File: config.mk
export PLATFORM = sky130hd
export DESIGN_NAME = fwd_pipe_unit
export DESIGN_NICKNAME = d
export VERILOG_FILES = /design/src/rtl/fwd_pipe_unit.sv
export SDC_FILE = /design/constraint.sdc
export NUM_CORES = 1
export LEC_CHECK = 0
export BUFFER_PORTS_ARGS = -buffer_cell sky130_fd_sc_hd__buf_4
export CORE_MARGIN = 5
export CORE_UTILIZATION = 47
export DETAILED_ROUTE_END_ITERATION = 12
export PLACE_DENSITY_LB_ADDON = 0.3
export SLEW_MARGIN = 20
export SYNTH_ARGS = -nofsm -noshare
export SYNTH_HDL_FRONTEND = slang
export SYNTH_SLANG_ARGS = --single-unit
File: constraint.sdc
create_clock -name clock -period 1.9 [get_ports clock]
set_input_delay 0.38 -clock clock [delete_from_list [all_inputs] [get_ports clock]]
set_output_delay 0.38 -clock clock [all_outputs]
set_load 0.03 [all_outputs]
File: src/rtl/fwd_pipe_unit.sv
// Post-execute pipeline (MEM..WB) with operand forwarding and load-use hazard detection.
// Stage 0 is the youngest entry and stage DEPTH-1 drives the register-file write port.
module fwd_pipe_unit #(
    parameter int unsigned N        = 32,
    parameter int unsigned AW       = 5,
    parameter int unsigned DEPTH    = 3,
    parameter int unsigned LD_STAGE = 1
) (
    input  logic          clock,
    input  logic          reset,
    input  logic          stall,
    input  logic          flush,
    input  logic          in_valid,
    input  logic          in_wr_en,
    input  logic          in_is_load,
    input  logic [AW-1:0] in_rw,
    input  logic [N-1:0]  in_data,
    input  logic [N-1:0]  ld_data,
    input  logic [AW-1:0] ra,
    input  logic [AW-1:0] rb,
    input  logic [N-1:0]  rda_rf,
    input  logic [N-1:0]  rdb_rf,
    output logic [N-1:0]  operand_a,
    output logic [N-1:0]  operand_b,
    output logic          hazard,
    output logic          wb_en,
    output logic [AW-1:0] wb_rw,
    output logic [N-1:0]  wb_data
);

    typedef struct packed {
        logic          valid;
        logic          wr_en;
        logic          is_load;
        logic [AW-1:0] rw;
        logic [N-1:0]  data;
    } entry_t;

    entry_t stage_q [DEPTH];
    entry_t stage_d [DEPTH];
    entry_t in_entry;

    logic found_a;
    logic found_b;
    logic haz_a;
    logic haz_b;

    // Next-state: shift by one stage, with memory data merged into the load-return stage.
    always_comb begin
        in_entry = '0;
        if (in_valid && !flush) begin
            in_entry.valid   = 1'b1;
            in_entry.wr_en   = in_wr_en;
            in_entry.is_load = in_is_load;
            in_entry.rw      = in_rw;
            in_entry.data    = in_data;
        end

        stage_d[0] = in_entry;
        for (int unsigned k = 1; k < DEPTH; k++) begin
            stage_d[k] = stage_q[k-1];
        end

        if (stage_d[LD_STAGE].valid && stage_d[LD_STAGE].is_load) begin
            stage_d[LD_STAGE].data = ld_data;
        end
    end

    always_ff @(posedge clock) begin
        if (reset) begin
            stage_q <= '{default: '0};
        end else if (!stall) begin
            stage_q <= stage_d;
        end
    end

    // Youngest matching stage wins; a load still ahead of LD_STAGE has no data yet.
    always_comb begin
        operand_a = rda_rf;
        operand_b = rdb_rf;
        found_a   = 1'b0;
        found_b   = 1'b0;
        haz_a     = 1'b0;
        haz_b     = 1'b0;

        for (int unsigned k = 0; k < DEPTH; k++) begin
            if (!found_a && stage_q[k].valid && stage_q[k].wr_en &&
                stage_q[k].rw == ra && ra != '0) begin
                found_a   = 1'b1;
                operand_a = stage_q[k].data;
                haz_a     = stage_q[k].is_load && (k < LD_STAGE);
            end
            if (!found_b && stage_q[k].valid && stage_q[k].wr_en &&
                stage_q[k].rw == rb && rb != '0) begin
                found_b   = 1'b1;
                operand_b = stage_q[k].data;
                haz_b     = stage_q[k].is_load && (k < LD_STAGE);
            end
        end

        hazard = haz_a | haz_b;
    end

    assign wb_en   = stage_q[DEPTH-1].valid & stage_q[DEPTH-1].wr_en;
    assign wb_rw   = stage_q[DEPTH-1].rw;
    assign wb_data = stage_q[DEPTH-1].data;

endmodule
==> metrics.md, run 1 <==
| Metric | Value |
|---|---|
| RePlAce Congestion | ~0.95 |
| Area leader, netlist | dfxtp_1 |
| Post-synth top flop | dfxtp_1 |
| Clock share of power | a little under half |
| CTS max path bufs | 2 |
| Synthesized area | about 0.0077 sq mm |
| RSZ-0062 raised after global routing | yes |
| Pre-antenna DRT Iters | 6 |
| WL final | roughly 35000 um |
| Synth cell count leaders | nand2_1, nor2_1, dfxtp_1 |
| Synth Net Count | 1174 |
| End point of the critical path | hazard |
| Placed Instances | approximately 1500 |
| R2R Path End | stage_d[8] |
| Sw frac | between 20% and 30% |
| H-tree Lvls | 4 |
| Wire per inst | 23.27 um |
| Area growth syn-to-layout | 63.28% |
| Post-DRT Antenna Nets | 0 |
| DR DRC count | 0 |
| Normalized max-slew margin | 65.60% |
| Largest net degree at the start of global routing | between 60 and 70 |
| R2R depth | 7 |
| Status | complete, but fails checks |
| Max cap viols | 0 |
| Post-DP HPWL | between 20000 and 25000 um |
| Core region area | around 0.016 sq mm |
| Switch Pwr | 0.001998 W |
| Clock Latency Late Sink | 0.42 ns |
| Nets | roughly 1400 |
| Worst EP required | 1.52 ns |
| Setup tns final | -50.39 ns |
| Finished Layout Cells | ~1500 |
| Total CTS buffers | 17 |
| Cell internal pwr | approximately 0.0053 W |
| Crit. End Element | output port |
| Die H | ~140 um |
| Worst-Margin Slew | ~0.52 ns |
| Clock root cell | clkbuf_16 |
| Synth Instances | just over 1000 |
| Post-synthesis register bit count | between 100 and 150 |
| Power Density | a little under 600 mW/mm^2 |
| Die width | around 140 um |
| CP Data Arrival Time | between 2 and 2.5 ns |
| PortBufs | roughly 250 |
| Critical path type | reg2out |
| Post-synth EDFFs | 0 |
| Async SR Flop Fraction | 0% |
| Reg power frac | roughly a third |
| Reg2reg setup slack | 0.16 ns |
| FF-to-FF Start | stage_d[79] |
| Tcrit/Tclk final | 144.2% |
| Crit path time final | 2.740 ns |
| Crit start category | flop |
| Starting Density | between 40% and 50% |
| Crit path from | stage_d[72] |
| Crit path max fanout | 5 |
| Critical path's slowest cell | or4_4 |
| First-pass GRT wire length | just over 50000 um |
| FMAX | around 360 MHz |
| Hold-fix buffers, CTS | 0 |
| Area contributors post-synth | dfxtp_1, o21ai_1, nand2_1 |
| Peak VDD IR | approximately 0.00066 V |
| Synthesized area per cell | about 7.5 sq um |
| Vias | about 9500 |
| Row Count | 46 |
| Clk slew on worst S/H paths | about 0.060 ns |
| DRT iter0 DRCs | ~1100 |
| Final Hold Fails | 0 |
| Vias/cell | 6.270 |
| Endpoints failing setup | 65 |
| Final Skew | between 0.008 and 0.009 ns |
| Top cell by count, worst path | buf_6 |
| Most frequent cell after synthesis | nand2_1 |
| Netlist cell types | 35 |
| Initial antenna violation count | 0 |
| Synth top area share | between 30% and 40% |
| Critical path cell sequence | buf_6 > xnor2_4 > nand4_1 > or4_4 > buf_12 > a21boi_4 > buf_6 |
| Vias in the first global route | between 9000 and 10000 |
| Die area | 0.01909 sq mm |
| Final worst setup slack | -0.8403 ns |
| Grt ovf | 0 |
| Pins Over Slew Limit | 0 |
| CTS tree | done |
| Antenna cells | 0 |
| Critical Path Max Stage Delay | approximately 0.57 ns |
| IO Pins | 253 |
| Tot GR Track Use | about a third |
| # clock sinks | between 100 and 150 |
| Sequential fraction of the synthesis area | 30.59% |
| Final-layout fill cell count | between 1000 and 1500 |
| Logic pwr share | 17.6% |
| Leak pwr | between 5 and 6 nW |
| Violated checks | setup timing |
| Share of layout cells above drive strength 1 | between 40% and 50% |
| Number of synthesis warnings | 0 |
| HP Class | in2reg |
-- stage by stage --
step	setup WS [ns]	power (W)	cell area, sq um	hold WS [ns]	util (%)
after floorplan	-0.1290	0.003192	8477	0.4806	-
after global placement	-0.5904	0.003752	10910	0.4986	68.18
after detailed placement	-0.6307	0.003765	10910	0.5063	68.18
after CTS	-0.7958	0.007239	12100	0.1747	75.63
after global routing	-0.8660	0.007460	12610	0.1816	78.79
final	-0.8403	0.007283	12610	0.1892	78.79
-- logic make-up after synthesis --
group                     after synthesis  share of synthesized area [%]
AOI/OAI and AO/OA                     297                          25.68
xor gates and xnor gates               30                          3.500
buffers and inverters                 135                          10.10
DFF                                   118                          30.59
muxes                                  46                          5.963
and+or+nand+nor                       398                          24.16
-- worst min-delay path by stage --
stage                           start            to  cells after the start
after CTS                 in_data[27]  stage_q[107]                      3
final                      in_data[3]   stage_q[83]                      3
after global placement    wb_data[29]   wb_data[29]                      2
after floorplan           wb_data[27]   wb_data[27]                      2
after global routing         in_rw[2]   stage_d[74]                      3
after detailed placement  wb_data[29]   wb_data[29]                      2
-- placed cells by master (no fill, tap or decap), types with 5 or more instances in the layout --
| master | netlist | final |
|---|---|---|
| buf_6 | 11 | 74 |
| o21ai_2 | 0 | 78 |
| o21ai_0 | 32 | 7 |
| a211oi_1 | 28 | 13 |
| xnor2_1 | 17 | 8 |
| and2_1 | 30 | 28 |
| o21ai_4 | 0 | 31 |
| a21oi_1 | 65 | 65 |
| nor3_2 | 1 | 5 |
| clkbuf_16 | 0 | 23 |
| o21ai_1 | 96 | 12 |
| nor3_1 | 28 | 15 |
| a211oi_4 | 0 | 10 |
| nand2_1 | 128 | 127 |
| a221oi_4 | 0 | 5 |
| dfxtp_1 | 118 | 104 |
| xnor2_2 | 1 | 8 |
| mux2i_1 | 46 | 46 |
| dfxtp_2 | 0 | 10 |
| buf_4 | 40 | 263 |
| a221oi_2 | 30 | 28 |
| and3_1 | 37 | 36 |
| a211oi_2 | 0 | 5 |
| buf_12 | 0 | 27 |
| xor2_1 | 12 | 11 |
| nor3_4 | 0 | 9 |
| a22oi_1 | 39 | 39 |
| nand3_1 | 34 | 32 |
| nor2_1 | 122 | 121 |
-- cell type report --
class                      count  area, sq um  share of cell area [%]
multi-input combinational    771         5736                   45.49
timing repair buffer         375         3586                   28.44
sequential                   118         2390                   18.96
clock buffer                  19        452.9                   3.593
tap                          216        270.3                   2.144
clock inverter                13        172.7                   1.370
-- layer usage --
| layer | share of wire [%] | wire, um | up-vias | GRT usage, % |
|---|---|---|---|---|
| met3 | 9.8 | 3438 | 156 | 7.724 |
| met4 | 4.6 | 1629 | 0 | 15.70 |
| met5 | 0 | 0 | - | 0 |
| met1 | 38 | 13400 | 4491 | 41.54 |
| met2 | 48 | 16720 | 706 | 54.86 |
| li1 | - | - | 4127 | - |
-- sequential cells by signal, indices dropped and copies added, names as in the netlist --
signal   flops
stage_q     34
wb_data     32
wb_rw        5
stage_d     47
-- power by group through the flow --
stage	Clock (W)	Combinational, W	Sequential, W
final	0.00345	0.00128	0.00255
after CTS	0.00346	0.00123	0.00255
after floorplan	0	0.000601	0.00259
after detailed placement	0	0.00116	0.00260
after global placement	0	0.00115	0.00260
after global routing	0.00356	0.00134	0.00256
-- worst max-delay path, delay by kind of cell (launching register included) --
family	cells	cell delay (ns)
buffers and inverters	3	0.49
AND/OR/NAND/NOR	2	0.73
AO/OA/AOI/OAI	1	0.19
XOR/XNOR	1	0.17
flip-flops	1	0.36
-- timing repair --
action / 4_1_cts / 5_1_grt
hold endpoints to repair: 0 / 0
endpoints found under the setup margin: 65 / 65
gates resized for setup: 123 / 66
cloned: 3 / 8
buffers inserted: 4 / 4
pin swaps: 7 / 22
(Power assumes the default switching activity.)
==> inputs of run 2 (changes only) <==
--- a/config.mk
+++ b/config.mk
@@ -5,10 +5,10 @@
 export SDC_FILE = /design/constraint.sdc
 export NUM_CORES = 1
 export LEC_CHECK = 0
-export BUFFER_PORTS_ARGS = -buffer_cell sky130_fd_sc_hd__buf_4
 export CORE_MARGIN = 5
-export CORE_UTILIZATION = 47
+export CORE_UTILIZATION = 50
 export DETAILED_ROUTE_END_ITERATION = 12
+export DONT_BUFFER_PORTS = 1
 export PLACE_DENSITY_LB_ADDON = 0.3
 export SLEW_MARGIN = 20
 export SYNTH_ARGS = -nofsm -noshare
==> run 2 against run 1 <==
Effect of this change: the run still ends with setup timing left; fmax down 2.8%; non-clock buffer count decreased by 172; routed wire length decreased by 8.6%; sequential share of layout area up 2.3 points; first-iteration DRC count is 14% lower; critical path depth increased by 1.
==> metrics.md, run 2 (synthesis results as in run 1) <==
| Metric | Value |
|---|---|
| CTS tree | done |
| Wire per inst | 24.50 um (+5.3%) |
| Initial antenna violation count | 0 (unchanged) |
| Max cap viols | 0 (unchanged) |
| Row Count | 45 (-2.2%) |
| Critical path type | reg2out |
| PortBufs | 0 (-100%) |
| Hold slack | 0.02781 ns (-0.1614 ns) |
| Share of layout cells above drive strength 1 | 40.57% (-7.6 points) |
| Die width | 134.3 um (-2.8%) |
| Die H | 134.3 um (-2.8%) |
| Core region area | 0.01520 sq mm (-5.0%) |
| Top cell by count, worst path | buf_4 |
| First-pass GRT wire length | 47150 um (-8.8%) |
| Critical path's slowest cell | nor4_2 |
| Critical path cell sequence | xor2_1 > nor4_2 > buf_4 > nand4_4 > buf_12 > a221oi_2 > o21ai_2 > buf_4 |
| Hold-fix buffers, CTS | 0 (unchanged) |
| Crit. End Element | output port |
| Worst EP required | 1.52 ns (about the same) |
| Total CTS buffers | 17 (unchanged) |
| Final Skew | 0.007009 ns (-0.001092 ns) |
| Vias | 8506 (-10%) |
| RePlAce Congestion | 0.9096 (-4.4%) |
| Vias/cell | 6.483 (+3.4%) |
| Final Hold Fails | 0 (unchanged) |
| Clk slew on worst S/H paths | 0.06 ns (about the same) |
| Peak VDD IR | 0.0005979 V (-9.4%) |
| Area growth syn-to-layout | 45.28% |
| Tcrit/Tclk final | 148.4% (+4.2 points) |
| Final-layout fill cell count | 1105 (+8.7%) |
| Normalized max-slew margin | 69.34% (+3.7 points) |
| Post-DP HPWL | 20010 um (-9.0%) |
| WL final | 32150 um (-8.6%) |
| Clock root cell | clkbuf_16 |
| # clock sinks | 118 (unchanged) |
| Antenna cells | 0 (unchanged) |
| HP Class | in2reg |
| H-tree Lvls | 4 (unchanged) |
| IO Pins | 253 (unchanged) |
| Pins Over Slew Limit | 0 (unchanged) |
| DR DRC count | 0 (unchanged) |
| RSZ-0062 raised after global routing | yes |
| Final core utilization | 73.79% (-5.0 points) |
| FMAX | 354.6 MHz (-2.8%) |
| Final worst setup slack | -0.9199 ns (-0.07964 ns) |
| Worst-Margin Slew | 0.4599 ns (-0.05622 ns) |
| CTS max path bufs | 2 (unchanged) |
| Clock Latency Late Sink | 0.42 ns (about the same) |
| Tot GR Track Use | 33.57% (+0.17 points) |
| Violated checks | setup timing |
| Most frequent cells in the layout | nand2_1, buf_4, nor2_1 |
| Setup tns final | -48.75 ns (+1.646 ns) |
| Crit path time final | 2.820 ns (+0.07964 ns) |
| Power Density | 614.8 mW/mm^2 (+6.4%) |
| Pre-antenna DRT Iters | 5 (-1) |
| Critical Path Max Stage Delay | 0.35 ns (-0.22 ns) |
| Post-DRT Antenna Nets | 0 (unchanged) |
| Status | complete, but fails checks |
| Max FFs per register | 47 (unchanged) |
| DRT iter0 DRCs | 984 (-14%) |
| Die area | 0.01803 sq mm (-5.6%) |
| Crit start category | flop |
| Endpoints failing setup | 65 (unchanged) |
| Nets | 1261 (-12%) |
| Leak pwr | 4.318 nW (-17%) |
| Largest net degree at the start of global routing | 152 (+150%) |
| Vias in the first global route | 8415 (-10%) |
| Crit path max fanout | 11 (+6) |
| Starting Density | 50.79% (+2.5 points) |
| Grt ovf | 0 (unchanged) |
| CP Data Arrival Time | 2.44 ns (+0.08 ns) |
[run 2: changes by cell type in the layout (fill, tap and decap cells not counted), sizes merged]
cell / previous run / this run
buf: 369 / 202
clkinvlp: 4 / 1
inv: 2 / 0
clkinv: 4 / 3
bufinv: 3 / 4
[run 2: timing repair]
action	in CTS	in global routing
setup endpoints to repair	65	65
gates cloned	4	1
buffers inserted	9	10
pin swaps	14	36
gates resized for setup	82	88
[run 2: final timing paths]
kind / start / end / slack [ns] / cells after the start
min: reset / stage_q[89] / 0.03 / 1
min reg2reg: stage_d[39] / stage_q[39] / 0.53 / 2
max reg2reg: stage_d[79] / stage_d[12] / 0.29 / 7
max: wb_rw[0] / operand_b[17] / -0.92 / 8
[run 2: per-layer routing]
| metal | vias up | global-route usage (%) | wire (um) |
|---|---|---|---|
| li1 | 3770 | - | - |
| met1 | 4103 | 41.24 | 12400 |
| met2 | 519 | 54.22 | 15290 |
| met3 | 114 | 9.227 | 3099 |
| met4 | 0 | 16.63 | 1357 |
| met5 | - | 0 | 0 |
[run 2: final cells by class]
cell class / instances / area [sq um] / area share (%)
Multi-Input combinational cell: 771 / 5798 / 51.69
Clock buffer: 24 / 501.7 / 4.473
Clock inverter: 8 / 142.6 / 1.272
Tap cell: 188 / 235.2 / 2.097
Timing Repair Buffer: 203 / 2156 / 19.22
Sequential cell: 118 / 2384 / 21.25
[run 2: critical path: cells and delay by family, from the launching register on]
family | cells | cell delay, ns
flops | 1 | 0.33
compound gates | 2 | 0.42
simple gates | 2 | 0.50
buf+inv | 3 | 0.59
xor+xnor | 1 | 0.17
[run 2: power by group]
| group | internal (W) | switching, W | leakage (nW) | total, W |
|---|---|---|---|---|
| logic | 0.000387 | 0.000419 | 3.04 | 0.000807 |
| clock network | 0.00236 | 0.00117 | 0.316 | 0.00353 |
| registers | 0.00251 | 0.0000445 | 0.961 | 0.00256 |
| total | 0.00526 | 0.00163 | 4.32 | 0.00690 |
[run 2: metrics by stage]
step / worst slack (ns) / instances / instance area [sq um] / power (W)
after floorplan: -0.1290 / 1024 / 8477 / 0.003192
after global placement: -0.4028 / 1258 / 9599 / 0.003325
after detailed placement: -0.4034 / 1258 / 9599 / 0.003334
after CTS: -0.8108 / 1303 / 10760 / 0.006878
after global routing: -1.017 / 1312 / 11220 / 0.007059
final: -0.9199 / 1312 / 11220 / 0.006896
